**src/rtl/peri_axi_master_if.sv**
```systemverilog
// peri_axi_master_if: command/response front end plus single-beat AXI initiator bus.
interface peri_axi_master_if #(
    parameter int ADDR_W = 32,
    parameter int DATA_W = 64,
    parameter int ID_W   = 8
);
    logic                  cmd_valid, cmd_ready, cmd_write;
    logic [ADDR_W-1:0]     cmd_addr;
    logic [DATA_W-1:0]     cmd_wdata;
    logic [DATA_W/8-1:0]   cmd_wstrb;
    logic                  rsp_valid, rsp_ready, rsp_err;
    logic [DATA_W-1:0]     rsp_rdata;
    logic [1:0]            rsp_resp;
    logic [ADDR_W-1:0]     axi_awaddr;
    logic [3:0]            axi_awlen, axi_awcache;
    logic [2:0]            axi_awsize, axi_awprot;
    logic [1:0]            axi_awburst;
    logic                  axi_awlock, axi_awvalid, axi_awready;
    logic [DATA_W-1:0]     axi_wdata;
    logic [DATA_W/8-1:0]   axi_wstrb;
    logic                  axi_wlast, axi_wvalid, axi_wready;
    logic [ID_W-1:0]       axi_bid;
    logic [1:0]            axi_bresp;
    logic                  axi_bvalid, axi_bready;
    logic [ID_W-1:0]       axi_arid;
    logic [ADDR_W-1:0]     axi_araddr;
    logic [3:0]            axi_arlen, axi_arcache;
    logic [2:0]            axi_arsize, axi_arprot;
    logic [1:0]            axi_arburst;
    logic                  axi_arlock, axi_arvalid, axi_arready;
    logic [ID_W-1:0]       axi_rid;
    logic [DATA_W-1:0]     axi_rdata;
    logic [1:0]            axi_rresp;
    logic                  axi_rlast, axi_rvalid, axi_rready;

    modport master (
        input  cmd_valid, cmd_write, cmd_addr, cmd_wdata, cmd_wstrb, rsp_ready,
        output cmd_ready, rsp_valid, rsp_rdata, rsp_resp, rsp_err,
        output axi_awaddr, axi_awlen, axi_awsize, axi_awburst, axi_awlock, axi_awcache, axi_awprot, axi_awvalid,
        input  axi_awready,
        output axi_wdata, axi_wstrb, axi_wlast, axi_wvalid,
        input  axi_wready,
        input  axi_bid, axi_bresp, axi_bvalid,
        output axi_bready,
        output axi_arid, axi_araddr, axi_arlen, axi_arsize, axi_arburst, axi_arlock, axi_arcache, axi_arprot, axi_arvalid,
        input  axi_arready,
        input  axi_rid, axi_rdata, axi_rresp, axi_rlast, axi_rvalid,
        output axi_rready
    );

    modport slave (
        output cmd_valid, cmd_write, cmd_addr, cmd_wdata, cmd_wstrb, rsp_ready,
        input  cmd_ready, rsp_valid, rsp_rdata, rsp_resp, rsp_err,
        input  axi_awaddr, axi_awlen, axi_awsize, axi_awburst, axi_awlock, axi_awcache, axi_awprot, axi_awvalid,
        output axi_awready,
        input  axi_wdata, axi_wstrb, axi_wlast, axi_wvalid,
        output axi_wready,
        output axi_bid, axi_bresp, axi_bvalid,
        input  axi_bready,
        input  axi_arid, axi_araddr, axi_arlen, axi_arsize, axi_arburst, axi_arlock, axi_arcache, axi_arprot, axi_arvalid,
        output axi_arready,
        output axi_rid, axi_rdata, axi_rresp, axi_rlast, axi_rvalid,
        input  axi_rready
    );
endinterface

```
**src/rtl/peri_axi_master.sv**
```systemverilog
// peri_axi_master: single-outstanding command/response front end issuing single-beat 64-bit AXI transactions.
module peri_axi_master #(
    parameter int ADDR_W = 32,
    parameter int DATA_W = 64,
    parameter int ID_W   = 8
) (
    input logic acr_clk,
    input logic acr_rst,
    peri_axi_master_if.master bus
);
    typedef enum logic [2:0] {IDLE, WR, WR_B, RD_AR, RD_R, RSP} state_t;

    state_t          state, state_nxt;
    logic            aw_done, w_done;
    logic [ID_W-1:0] rd_id;
    logic            accept, unaligned, aw_fire, w_fire;
    logic            unused_bid;

    assign accept     = bus.cmd_valid & bus.cmd_ready;
    assign unaligned  = |bus.cmd_addr[2:0];
    assign aw_fire    = bus.axi_awvalid & bus.axi_awready;
    assign w_fire     = bus.axi_wvalid & bus.axi_wready;
    assign unused_bid = ^bus.axi_bid;

    always_ff @(posedge acr_clk) begin
        if (acr_rst) state <= IDLE;
        else         state <= state_nxt;
    end

    always_comb begin
        state_nxt = state;
        case (state)
            IDLE:    if (accept) state_nxt = unaligned ? RSP : bus.cmd_write ? WR : RD_AR;
            WR:      if ((aw_done | aw_fire) & (w_done | w_fire)) state_nxt = WR_B;
            WR_B:    if (bus.axi_bvalid) state_nxt = RSP;
            RD_AR:   if (bus.axi_arready) state_nxt = RD_R;
            RD_R:    if (bus.axi_rvalid) state_nxt = RSP;
            RSP:     if (bus.rsp_ready) state_nxt = IDLE;
            default: state_nxt = IDLE;
        endcase
    end

    always_comb begin
        bus.cmd_ready   = (state == IDLE) & ~acr_rst;
        bus.axi_awvalid = (state == WR) & ~aw_done;
        bus.axi_wvalid  = (state == WR) & ~w_done;
        bus.axi_bready  = state == WR_B;
        bus.axi_arvalid = state == RD_AR;
        bus.axi_rready  = state == RD_R;
        bus.rsp_valid   = state == RSP;
        bus.axi_arid    = rd_id;
        bus.axi_awlen   = 4'd0;
        bus.axi_arlen   = 4'd0;
        bus.axi_awsize  = 3'b011;
        bus.axi_arsize  = 3'b011;
        bus.axi_awburst = 2'b01;
        bus.axi_arburst = 2'b01;
        bus.axi_awlock  = 1'b0;
        bus.axi_arlock  = 1'b0;
        bus.axi_awcache = 4'b0000;
        bus.axi_arcache = 4'b0000;
        bus.axi_awprot  = 3'b000;
        bus.axi_arprot  = 3'b000;
        bus.axi_wlast   = 1'b1;
    end

    // Per-channel done flags let AW and W complete in either order or together.
    always_ff @(posedge acr_clk) begin
        if (acr_rst) begin
            aw_done        <= 1'b0;
            w_done         <= 1'b0;
            rd_id          <= '0;
            bus.axi_awaddr <= {ADDR_W{1'b0}};
            bus.axi_araddr <= {ADDR_W{1'b0}};
            bus.axi_wdata  <= {DATA_W{1'b0}};
            bus.axi_wstrb  <= '0;
            bus.rsp_rdata  <= {DATA_W{1'b0}};
            bus.rsp_resp   <= 2'b00;
            bus.rsp_err    <= 1'b0;
        end else begin
            if (accept) begin
                aw_done        <= 1'b0;
                w_done         <= 1'b0;
                bus.axi_awaddr <= bus.cmd_addr;
                bus.axi_araddr <= bus.cmd_addr;
                bus.axi_wdata  <= bus.cmd_wdata;
                bus.axi_wstrb  <= bus.cmd_wstrb;
                bus.rsp_rdata  <= {DATA_W{1'b0}};
                bus.rsp_resp   <= unaligned ? 2'b10 : 2'b00;
                bus.rsp_err    <= unaligned;
            end
            if (aw_fire) aw_done <= 1'b1;
            if (w_fire) w_done <= 1'b1;
            if (state == WR_B && bus.axi_bvalid) bus.rsp_resp <= bus.axi_bresp;
            if (state == RD_R && bus.axi_rvalid) begin
                bus.rsp_rdata <= bus.axi_rdata;
                bus.rsp_resp  <= bus.axi_rresp;
                bus.rsp_err   <= ~bus.axi_rlast | (bus.axi_rid != rd_id);
                rd_id         <= rd_id + 1'b1;
            end
        end
    end
endmodule

```
**src/flat_wrapper.sv**
```systemverilog
// flat-port wrapper written by rule: the top's interface ports become plain ports
module peri_axi_master_flat 
#(
    parameter int ADDR_W = 32,
    parameter int DATA_W = 64,
    parameter int ID_W   = 8
)
  (acr_clk, acr_rst, bus_cmd_valid, bus_cmd_write, bus_cmd_addr, bus_cmd_wdata, bus_cmd_wstrb, bus_rsp_ready, bus_cmd_ready, bus_rsp_valid, bus_rsp_rdata, bus_rsp_resp, bus_rsp_err, bus_axi_awaddr, bus_axi_awlen, bus_axi_awsize, bus_axi_awburst, bus_axi_awlock, bus_axi_awcache, bus_axi_awprot, bus_axi_awvalid, bus_axi_awready, bus_axi_wdata, bus_axi_wstrb, bus_axi_wlast, bus_axi_wvalid, bus_axi_wready, bus_axi_bid, bus_axi_bresp, bus_axi_bvalid, bus_axi_bready, bus_axi_arid, bus_axi_araddr, bus_axi_arlen, bus_axi_arsize, bus_axi_arburst, bus_axi_arlock, bus_axi_arcache, bus_axi_arprot, bus_axi_arvalid, bus_axi_arready, bus_axi_rid, bus_axi_rdata, bus_axi_rresp, bus_axi_rlast, bus_axi_rvalid, bus_axi_rready);
  peri_axi_master_if #(.ADDR_W(ADDR_W), .DATA_W(DATA_W), .ID_W(ID_W)) bus_i ();
  input logic acr_clk;
  input logic acr_rst;
  input wire logic [$bits(bus_i.cmd_valid)-1:0] bus_cmd_valid;
  input wire logic [$bits(bus_i.cmd_write)-1:0] bus_cmd_write;
  input wire logic [$bits(bus_i.cmd_addr)-1:0] bus_cmd_addr;
  input wire logic [$bits(bus_i.cmd_wdata)-1:0] bus_cmd_wdata;
  input wire logic [$bits(bus_i.cmd_wstrb)-1:0] bus_cmd_wstrb;
  input wire logic [$bits(bus_i.rsp_ready)-1:0] bus_rsp_ready;
  output wire logic [$bits(bus_i.cmd_ready)-1:0] bus_cmd_ready;
  output wire logic [$bits(bus_i.rsp_valid)-1:0] bus_rsp_valid;
  output wire logic [$bits(bus_i.rsp_rdata)-1:0] bus_rsp_rdata;
  output wire logic [$bits(bus_i.rsp_resp)-1:0] bus_rsp_resp;
  output wire logic [$bits(bus_i.rsp_err)-1:0] bus_rsp_err;
  output wire logic [$bits(bus_i.axi_awaddr)-1:0] bus_axi_awaddr;
  output wire logic [$bits(bus_i.axi_awlen)-1:0] bus_axi_awlen;
  output wire logic [$bits(bus_i.axi_awsize)-1:0] bus_axi_awsize;
  output wire logic [$bits(bus_i.axi_awburst)-1:0] bus_axi_awburst;
  output wire logic [$bits(bus_i.axi_awlock)-1:0] bus_axi_awlock;
  output wire logic [$bits(bus_i.axi_awcache)-1:0] bus_axi_awcache;
  output wire logic [$bits(bus_i.axi_awprot)-1:0] bus_axi_awprot;
  output wire logic [$bits(bus_i.axi_awvalid)-1:0] bus_axi_awvalid;
  input wire logic [$bits(bus_i.axi_awready)-1:0] bus_axi_awready;
  output wire logic [$bits(bus_i.axi_wdata)-1:0] bus_axi_wdata;
  output wire logic [$bits(bus_i.axi_wstrb)-1:0] bus_axi_wstrb;
  output wire logic [$bits(bus_i.axi_wlast)-1:0] bus_axi_wlast;
  output wire logic [$bits(bus_i.axi_wvalid)-1:0] bus_axi_wvalid;
  input wire logic [$bits(bus_i.axi_wready)-1:0] bus_axi_wready;
  input wire logic [$bits(bus_i.axi_bid)-1:0] bus_axi_bid;
  input wire logic [$bits(bus_i.axi_bresp)-1:0] bus_axi_bresp;
  input wire logic [$bits(bus_i.axi_bvalid)-1:0] bus_axi_bvalid;
  output wire logic [$bits(bus_i.axi_bready)-1:0] bus_axi_bready;
  output wire logic [$bits(bus_i.axi_arid)-1:0] bus_axi_arid;
  output wire logic [$bits(bus_i.axi_araddr)-1:0] bus_axi_araddr;
  output wire logic [$bits(bus_i.axi_arlen)-1:0] bus_axi_arlen;
  output wire logic [$bits(bus_i.axi_arsize)-1:0] bus_axi_arsize;
  output wire logic [$bits(bus_i.axi_arburst)-1:0] bus_axi_arburst;
  output wire logic [$bits(bus_i.axi_arlock)-1:0] bus_axi_arlock;
  output wire logic [$bits(bus_i.axi_arcache)-1:0] bus_axi_arcache;
  output wire logic [$bits(bus_i.axi_arprot)-1:0] bus_axi_arprot;
  output wire logic [$bits(bus_i.axi_arvalid)-1:0] bus_axi_arvalid;
  input wire logic [$bits(bus_i.axi_arready)-1:0] bus_axi_arready;
  input wire logic [$bits(bus_i.axi_rid)-1:0] bus_axi_rid;
  input wire logic [$bits(bus_i.axi_rdata)-1:0] bus_axi_rdata;
  input wire logic [$bits(bus_i.axi_rresp)-1:0] bus_axi_rresp;
  input wire logic [$bits(bus_i.axi_rlast)-1:0] bus_axi_rlast;
  input wire logic [$bits(bus_i.axi_rvalid)-1:0] bus_axi_rvalid;
  output wire logic [$bits(bus_i.axi_rready)-1:0] bus_axi_rready;
  assign bus_i.cmd_valid = bus_cmd_valid;
  assign bus_i.cmd_write = bus_cmd_write;
  assign bus_i.cmd_addr = bus_cmd_addr;
  assign bus_i.cmd_wdata = bus_cmd_wdata;
  assign bus_i.cmd_wstrb = bus_cmd_wstrb;
  assign bus_i.rsp_ready = bus_rsp_ready;
  assign bus_cmd_ready = bus_i.cmd_ready;
  assign bus_rsp_valid = bus_i.rsp_valid;
  assign bus_rsp_rdata = bus_i.rsp_rdata;
  assign bus_rsp_resp = bus_i.rsp_resp;
  assign bus_rsp_err = bus_i.rsp_err;
  assign bus_axi_awaddr = bus_i.axi_awaddr;
  assign bus_axi_awlen = bus_i.axi_awlen;
  assign bus_axi_awsize = bus_i.axi_awsize;
  assign bus_axi_awburst = bus_i.axi_awburst;
  assign bus_axi_awlock = bus_i.axi_awlock;
  assign bus_axi_awcache = bus_i.axi_awcache;
  assign bus_axi_awprot = bus_i.axi_awprot;
  assign bus_axi_awvalid = bus_i.axi_awvalid;
  assign bus_i.axi_awready = bus_axi_awready;
  assign bus_axi_wdata = bus_i.axi_wdata;
  assign bus_axi_wstrb = bus_i.axi_wstrb;
  assign bus_axi_wlast = bus_i.axi_wlast;
  assign bus_axi_wvalid = bus_i.axi_wvalid;
  assign bus_i.axi_wready = bus_axi_wready;
  assign bus_i.axi_bid = bus_axi_bid;
  assign bus_i.axi_bresp = bus_axi_bresp;
  assign bus_i.axi_bvalid = bus_axi_bvalid;
  assign bus_axi_bready = bus_i.axi_bready;
  assign bus_axi_arid = bus_i.axi_arid;
  assign bus_axi_araddr = bus_i.axi_araddr;
  assign bus_axi_arlen = bus_i.axi_arlen;
  assign bus_axi_arsize = bus_i.axi_arsize;
  assign bus_axi_arburst = bus_i.axi_arburst;
  assign bus_axi_arlock = bus_i.axi_arlock;
  assign bus_axi_arcache = bus_i.axi_arcache;
  assign bus_axi_arprot = bus_i.axi_arprot;
  assign bus_axi_arvalid = bus_i.axi_arvalid;
  assign bus_i.axi_arready = bus_axi_arready;
  assign bus_i.axi_rid = bus_axi_rid;
  assign bus_i.axi_rdata = bus_axi_rdata;
  assign bus_i.axi_rresp = bus_axi_rresp;
  assign bus_i.axi_rlast = bus_axi_rlast;
  assign bus_i.axi_rvalid = bus_axi_rvalid;
  assign bus_axi_rready = bus_i.axi_rready;
  peri_axi_master #(.ADDR_W(ADDR_W), .DATA_W(DATA_W), .ID_W(ID_W)) u_core (.acr_clk(acr_clk), .acr_rst(acr_rst), .bus(bus_i));
endmodule
```
**config.mk**
```make
export PLATFORM = sky130hd
export DESIGN_NAME = peri_axi_master_flat
export DESIGN_NICKNAME = d
export VERILOG_FILES = /design/src/rtl/peri_axi_master_if.sv /design/src/rtl/peri_axi_master.sv /design/src/flat_wrapper.sv
export SDC_FILE = /design/constraint.sdc
export NUM_CORES = 1
export LEC_CHECK = 0
export CAP_MARGIN = 40
export CORE_AREA = 4 4 175 177
export CTS_CLUSTER_SIZE = 16
export DETAILED_ROUTE_END_ITERATION = 8
export DIE_AREA = 0 0 179 181
export SLEW_MARGIN = 0
export SYNTH_ARGS = -nofsm -noshare
export SYNTH_HDL_FRONTEND = slang
export SYNTH_SLANG_ARGS = --single-unit
```
**constraint.sdc**
```tcl
create_clock -name acr_clk -period 2.1 [get_ports acr_clk]
set_clock_uncertainty 0.05 [all_clocks]
set_input_delay 0.315 -clock acr_clk [delete_from_list [all_inputs] [get_ports acr_clk]]
set_output_delay 0.315 -clock acr_clk [all_outputs]
set_load 0.05 [all_outputs]
```
==> results of run 1 <==
-- worst max path at each step --
stage	end	depth (start not counted)
2_1_floorplan	u_core.bus.rsp_err$_SDFFE_PP0P_	7
3_3_place_gp	u_core.state[1]$_SDFFE_PP0P_	5
3_5_place_dp	u_core.state[1]$_SDFFE_PP0P_	5
4_1_cts	bus_axi_arid[5]	1
5_1_grt	bus_axi_araddr[16]	1
6_report	bus_axi_araddr[16]	1
-- metal layers --
layer / share of wire, % / routed length (microns) / global-route usage (%)
met1: 39 / 10600 / 18.3
met2: 51 / 13800 / 28.1
met3: 7.3 / 1970 / 4.02
met4: 2.0 / 530 / 4.97
met5: 0 / 0 / 0
-- report_power, final --
| group | switching (mW) | internal, mW |
|---|---|---|
| registers | 0.457 | 4.19 |
| logic | 4.84 | 2.56 |
| clock network | 1.63 | 1.76 |
-- flip-flops by register name, indices dropped and copies added, names as in the netlist, 2 cells and up --
name	count
u_core.bus.rsp_resp	2
u_core.bus.axi_araddr	32
u_core.bus.axi_wdata	64
u_core.bus.rsp_rdata	64
u_core.bus.axi_arid	8
u_core.state	3
u_core.bus.axi_wstrb	8
-- synth_stat cells (all sizes together), types with 9 or more instances --
cell	instances	area, sq um
nand2	278	1040
dfxtp	184	3680
nand3b	106	796
buf	96	726
a21oi	70	350
nand3	68	370
clkbuf	40	150
nor2	16	67.6
xor2	13	114
nor3	9	45.0
-- kinds of logic (layout without fill, tap and decap cells) --
logic type,Yosys count,after routing
AO/OA/AOI/OAI,85,85
AND/OR/NAND/NOR,497,497
XOR/XNOR,15,15
buffers and inverters,139,477
adder cells (fa/ha/maj),1,1
flip-flops,184,184
other,2,35
-- metrics by stage --
step	total power [mW]	util [%]	instances
2_1_floorplan	9.55	-	956
3_3_place_gp	12.1	40.9	1652
3_5_place_dp	12.2	40.9	1652
4_1_cts	15.7	43.0	1684
5_1_grt	16.2	43.0	1684
6_report	15.4	43.0	1684
-- cell type report --
type / count / area (sq um)
fillers: 2902 / 16700
flip-flops and latches: 184 / 3680
inverters: 3 / 11.3
clock buffers: 18 / 439
multi-input cells: 633 / 3230
clock inverters: 14 / 181
well taps: 390 / 488
repair buffers: 442 / 4550
==> summary.md, run 1 <==
| Metric | Value |
|---|---|
| Share of synthesized registers carrying an async set or reset | 0% |
| Adder-Cell Fraction of Synth Area | 0.164% |
| Delay of the slowest cell on the worst path | 840 ps |
| Data arrival at the endpoint of the critical path | roughly 1700 ps |
| Slowest stage cell on the critical path | clkdlybuf4s50_1 |
| Leakage power | 5.05 nW |
| Top Family by Delay on Critical Path | buffers and inverters |
| Critical Path, Cell by Cell | clkdlybuf4s50_1 |
| Iteration-0 DRC count of the detailed router | 322 |
| Required time of the worst setup path | approximately 1700 ps |
| Overall global routing resource usage | between 10% and 20% |
| Worst Reg-to-Reg Cells | 5 |
| Total congestion overflow | 0 |
| Die outline width | ~180 microns |
| TritonCTS clock tree | done |
| Setup Total Neg Slack | 0 ps |
| Detail Placement HPWL | 19,500 microns |
| Flip-flop cell with the highest count after synthesis | dfxtp_1 |
| Cells on Worst Hold Path | 3 |
| Commonest non-fill, non-tap cell in the layout | clkdlybuf4s50_1 |
| Worst-case hold slack | around 200 ps |
| Max_slew headroom | 61.7% |
| Fraction of final layout cells with drive strength greater than 1 | 6.96% |
| Worst setup path class | reg2out |
| Worst setup margin | 56.3 ps |
| Worst skew pair latency | approximately 420 ps |
| Share of the clock period used by the worst path | between 90% and 100% |
| Yosys reg bits | 184 |
| Sequential fraction of the synthesis area | 48.2% |
| Initial antenna violation count | 0 |
| Source of the worst hold timing path | acr_rst |
| Antenna viol nets, final | 0 |
| Routed WL per cell | 16.0 microns |
| Total Nets Final | 1,481 |
| Mapped Avg Cell Area | 8.28 sq um |
| Worst slack at placement | roughly 44 ps |
| Wire length of the first global-routing pass | 40,500 microns |
| Post-DR vias/cell | between 4 and 5 |
| CTS sink cnt | about 180 |
| Die area | 32,400 sq um |
| RSZ-0062 raised after global routing | false |
| Vias | 7,346 |
| Largest net degree at the start of global routing | 101 |
| Ports placed on the boundary | about 450 |
| Number of CTS-inserted buffers | 17 |
| Final hold violations | 0 |
| CTS H-tree depth | 4 |
| Root Buffer Master | clkbuf_16 |
| Number of remaining DRC errors | 0 |
| Clock transition time at the flip-flop clock pins of the worst setup and hold paths | 80 ps |
| DRT Wirelength | 26,900 microns |
| Count of different cell masters after synthesis | 42 |
| Worst Hold Class | in2reg |
| Count of cells resized by post-cts repair | 5 |
| Cells after Synth | 923 |
| Synthesized-area fraction occupied by ao, oa, aoi and oai cells | roughly 6.0% |
| Commonest non-fill, non-tap cells in the layout | 393 x clkdlybuf4s50_1, 277 x nand2_1, 184 x dfxtp_1, 106 x nand3b_1, 70 x a21oi_1 |
| Area share of xor/xnor cells in the synthesized design | roughly 1.7% |
| Number of core rows | 63 |
| Number of synthesis warnings | 0 |
| Routability congestion estimate | between 0.7 and 0.8 |
| EDFF count, synth | 0 |
| Starting density of the core | about a quarter |
| Capture endpoint of the worst hold path | u_core.bus.axi_wstrb[6]$_SDFFE_PP0P_ |
| Setup violation total in the final timing report | 0 |
| Worst R2R End | u_core.bus.axi_araddr[29]$_SDFFE_PP0P_ |
| Startpoint type of the worst setup path | flop |
| Final non-filler cell area | 12,600 sq um |
| Area added between synthesis and finish | 64.5% |
| Number of buffers inserted by post-CTS setup repair | 0 |
| Maximum buffer depth of the clock tree | 2 |
| Kind of end point of the critical path | output pin |
| Clock period minus final worst setup slack | 2040 ps |
| Combined area of all synthesized cells | 7650 sq um |
| First element of the critical path | u_core.bus.axi_araddr[16]$_SDFFE_PP0P_ |
| Final Max Tran Viols | 0 |
| Total of buffers placed on input and output ports | 408 |
| Power density over the cells | 1230 nW/um^2 |
| Transition time at the pin with the least slew margin | 572 ps |
| Area of the core | 29,200 sq um |
| Largest family of logic cells by synthesized area | simple AND/OR/NAND/NOR gates |
| Max Freq | 489 MHz |
| Worst path bufs/invs | 1 |
| Status | completed |
| Hold-fix buffers, CTS | 0 |
| Slack of the worst reg-to-reg path | 260 ps |
| 1st-pass router iterations | 4 |
| Die outline height | approximately 180 microns |
| Cell area after placement | 11,900 sq um |
| Diode count | 0 |
| Critical register-to-register path startpoint | u_core.state[1]$_SDFFE_PP0P_ |
| Peak supply drop | 540 uV |
| Via count of the first global-routing pass | 7,045 |
| Mux share of post-synthesis cell area | 0% |
| Count of max-cap constraint violations | 0 |
| Crit Path Max Fanout | 3 |
| Simple-gate portion of the synthesized area | 32.2% |
Note: power is estimated with default switching activity, not from simulation.
==> inputs of run 2 (changes only) <==
CTS_CLUSTER_DIAMETER = 60   (was default)
==> results of run 2 <==
Same layout as run 1: the final DEF is identical, and so are final timing and power.
==> inputs of run 3 (changes only) <==
CORE_AREA = 2 2 178 180   (was 4 4 175 177)
DIE_AREA = 0 0 180 182   (was 0 0 179 181)
PLACE_DENSITY = 0.55   (was default)
==> run 3 against run 2 <==
Final cell count is 0.65% higher. Flip-flop and latch count stayed put. Worst setup slack better by 8.9 ps.
==> summary.md, run 3 (same netlist as run 1, synthesis figures left out) <==
| Metric | Value |
|---|---|
| Worst setup path class | reg2out |
| Number of core rows | 65 |
| 1st-pass router iterations | 4 |
| Total congestion overflow | 0 |
| Detail Placement HPWL | 19,200 microns |
| Area of the core | 31,000 sq um |
| Clock period minus final worst setup slack | between 2000 and 2500 ps |
| Status | completed |
| Worst Hold Class | in2reg |
| Setup violation total in the final timing report | 0 |
| Final Max Tran Viols | 0 |
| CTS sink cnt | 184 |
| Ports placed on the boundary | around 450 |
| Overall global routing resource usage | between 15 and 20% |
| Transition time at the pin with the least slew margin | 587 ps |
| Iteration-0 DRC count of the detailed router | 231 |
| Diode count | 0 |
| Regs by FF count | u_core.bus.axi_wdata (64), u_core.bus.rsp_rdata (64), u_core.bus.axi_araddr (32) |
| Startpoint type of the worst setup path | flop |
| Vias | ~7.3k |
| RSZ-0062 raised after global routing | false |
| Largest net degree at the start of global routing | 98 |
| Worst skew pair latency | 440 ps |
| TritonCTS clock tree | done |
| Total Nets Final | 1,482 |
| CTS H-tree depth | 4 |
| Required time of the worst setup path | 1740 ps |
| Fraction of final layout cells with drive strength greater than 1 | around 6.9% |
| Top Family by Delay on Critical Path | buffers and inverters |
| Routed WL per cell | between 15 and 20 microns |
| Cells on Worst Hold Path | 3 |
| Kind of end point of the critical path | output pin |
| Via count of the first global-routing pass | about 7k |
| Number of CTS-inserted buffers | 17 |
| Number of remaining DRC errors | 0 |
| DRT Wirelength | 26,600 microns |
| Delay of the slowest cell on the worst path | 830 ps |
| Worst Reg-to-Reg Cells | 4 |
| Routability congestion estimate | about 0.76 |
| Die area | 32,800 sq um |
| Area added between synthesis and finish | 63.7% |
| Crit Path Max Fanout | 3 |
| Number of buffers inserted by post-CTS setup repair | 0 |
| Max Freq | slightly below 500 MHz |
| Initial antenna violation count | 0 |
| Clock transition time at the flip-flop clock pins of the worst setup and hold paths | 70 ps |
| Die outline width | roughly 180 microns |
| Levels on crit path | 1 |
| Count of max-cap constraint violations | 0 |
| Maximum buffer depth of the clock tree | 2 |
| Worst path bufs/invs | 1 |
| Starting density of the core | 24.7% |
| Commonest non-fill, non-tap cells in the layout | 388 x clkdlybuf4s50_1, 277 x nand2_1, 184 x dfxtp_1, 106 x nand3b_1, 70 x a21oi_1 |
| Root Buffer Master | clkbuf_16 |
| Wire length of the first global-routing pass | 40,500 microns |
| Data arrival at the endpoint of the critical path | between 1500 and 2000 ps |
| Final hold violations | 0 |
| Power density over the cells | between 1000 and 1500 nW/um^2 |
| Slowest stage cell on the critical path | clkdlybuf4s50_1 |
| Total power | 15.3 mW |
| Antenna viol nets, final | 0 |
| Total of buffers placed on input and output ports | 408 |
| Share of the clock period used by the worst path | 96.9% |
| Hold-fix buffers, CTS | 0 |
| Peak supply drop | 535 uV |
| Die outline height | 182 microns |
| Max_slew headroom | 60.8% |
| Commonest non-fill, non-tap cell in the layout | clkdlybuf4s50_1 |
| Post-DR vias/cell | 4.33 |
| Critical Path, Cell by Cell | clkdlybuf4s50_1 |
| Setup Total Neg Slack | 0 ps |
| Count of cells resized by post-cts repair | 12 |
| Leakage power | roughly 5 nW |
==> run 3: layout make-up <==
cell class	count	area, sq um
clock buffers	17	425
clock inverters	13	148
fillers	3121	18500
inverters	3	11.3
multi-input cells	633	3230
flip-flops and latches	184	3680
well taps	402	503
repair buffers	443	4520
==> run 3: layer usage <==
metal	GRT usage [%]	wire, microns	vias up
li1	-	-	3641
met5	0	0	-
met1	17.9	10900	3393
met4	6.41	705	0
met2	27.2	13200	272
met3	5.40	1870	37
==> run 3: stage by stage <==
step | cells | util [%] | cell area (sq um) | hold WS [ps] | setup slack [ps]
detailed placement | 1665 | 38.6 | 11900 | 407 | 78.1
CTS | 1695 | 40.4 | 12500 | 314 | 9.20
global route | 1695 | 40.4 | 12500 | 336 | 11.7
finish | 1695 | 40.4 | 12500 | 350 | 65.2
floorplan | 956 | - | 7790 | 364 | 140
global placement | 1665 | 38.6 | 11900 | 402 | 67.5
==> run 3: where the power goes <==
group          leakage [nW]  internal, mW  switching, mW
clock network         0.273          1.76           1.48
logic                  3.24          2.52           4.85
registers              1.50          4.19          0.446
==> run 3: final timing paths <==
kind | from | to | slack (ps)
max | u_core.bus.axi_araddr[3]$_SDFFE_PP0P_ | bus_axi_araddr[3] | 70
min | bus_cmd_wdata[37] | u_core.bus.axi_wdata[37]$_SDFFE_PP0P_ | 350
min reg2reg | u_core.bus.rsp_rdata[61]$_SDFFE_PP0P_ | u_core.bus.rsp_rdata[61]$_SDFFE_PP0P_ | 410
max reg2reg | u_core.state[2]$_SDFFE_PP0P_ | u_core.state[1]$_SDFFE_PP0P_ | 300
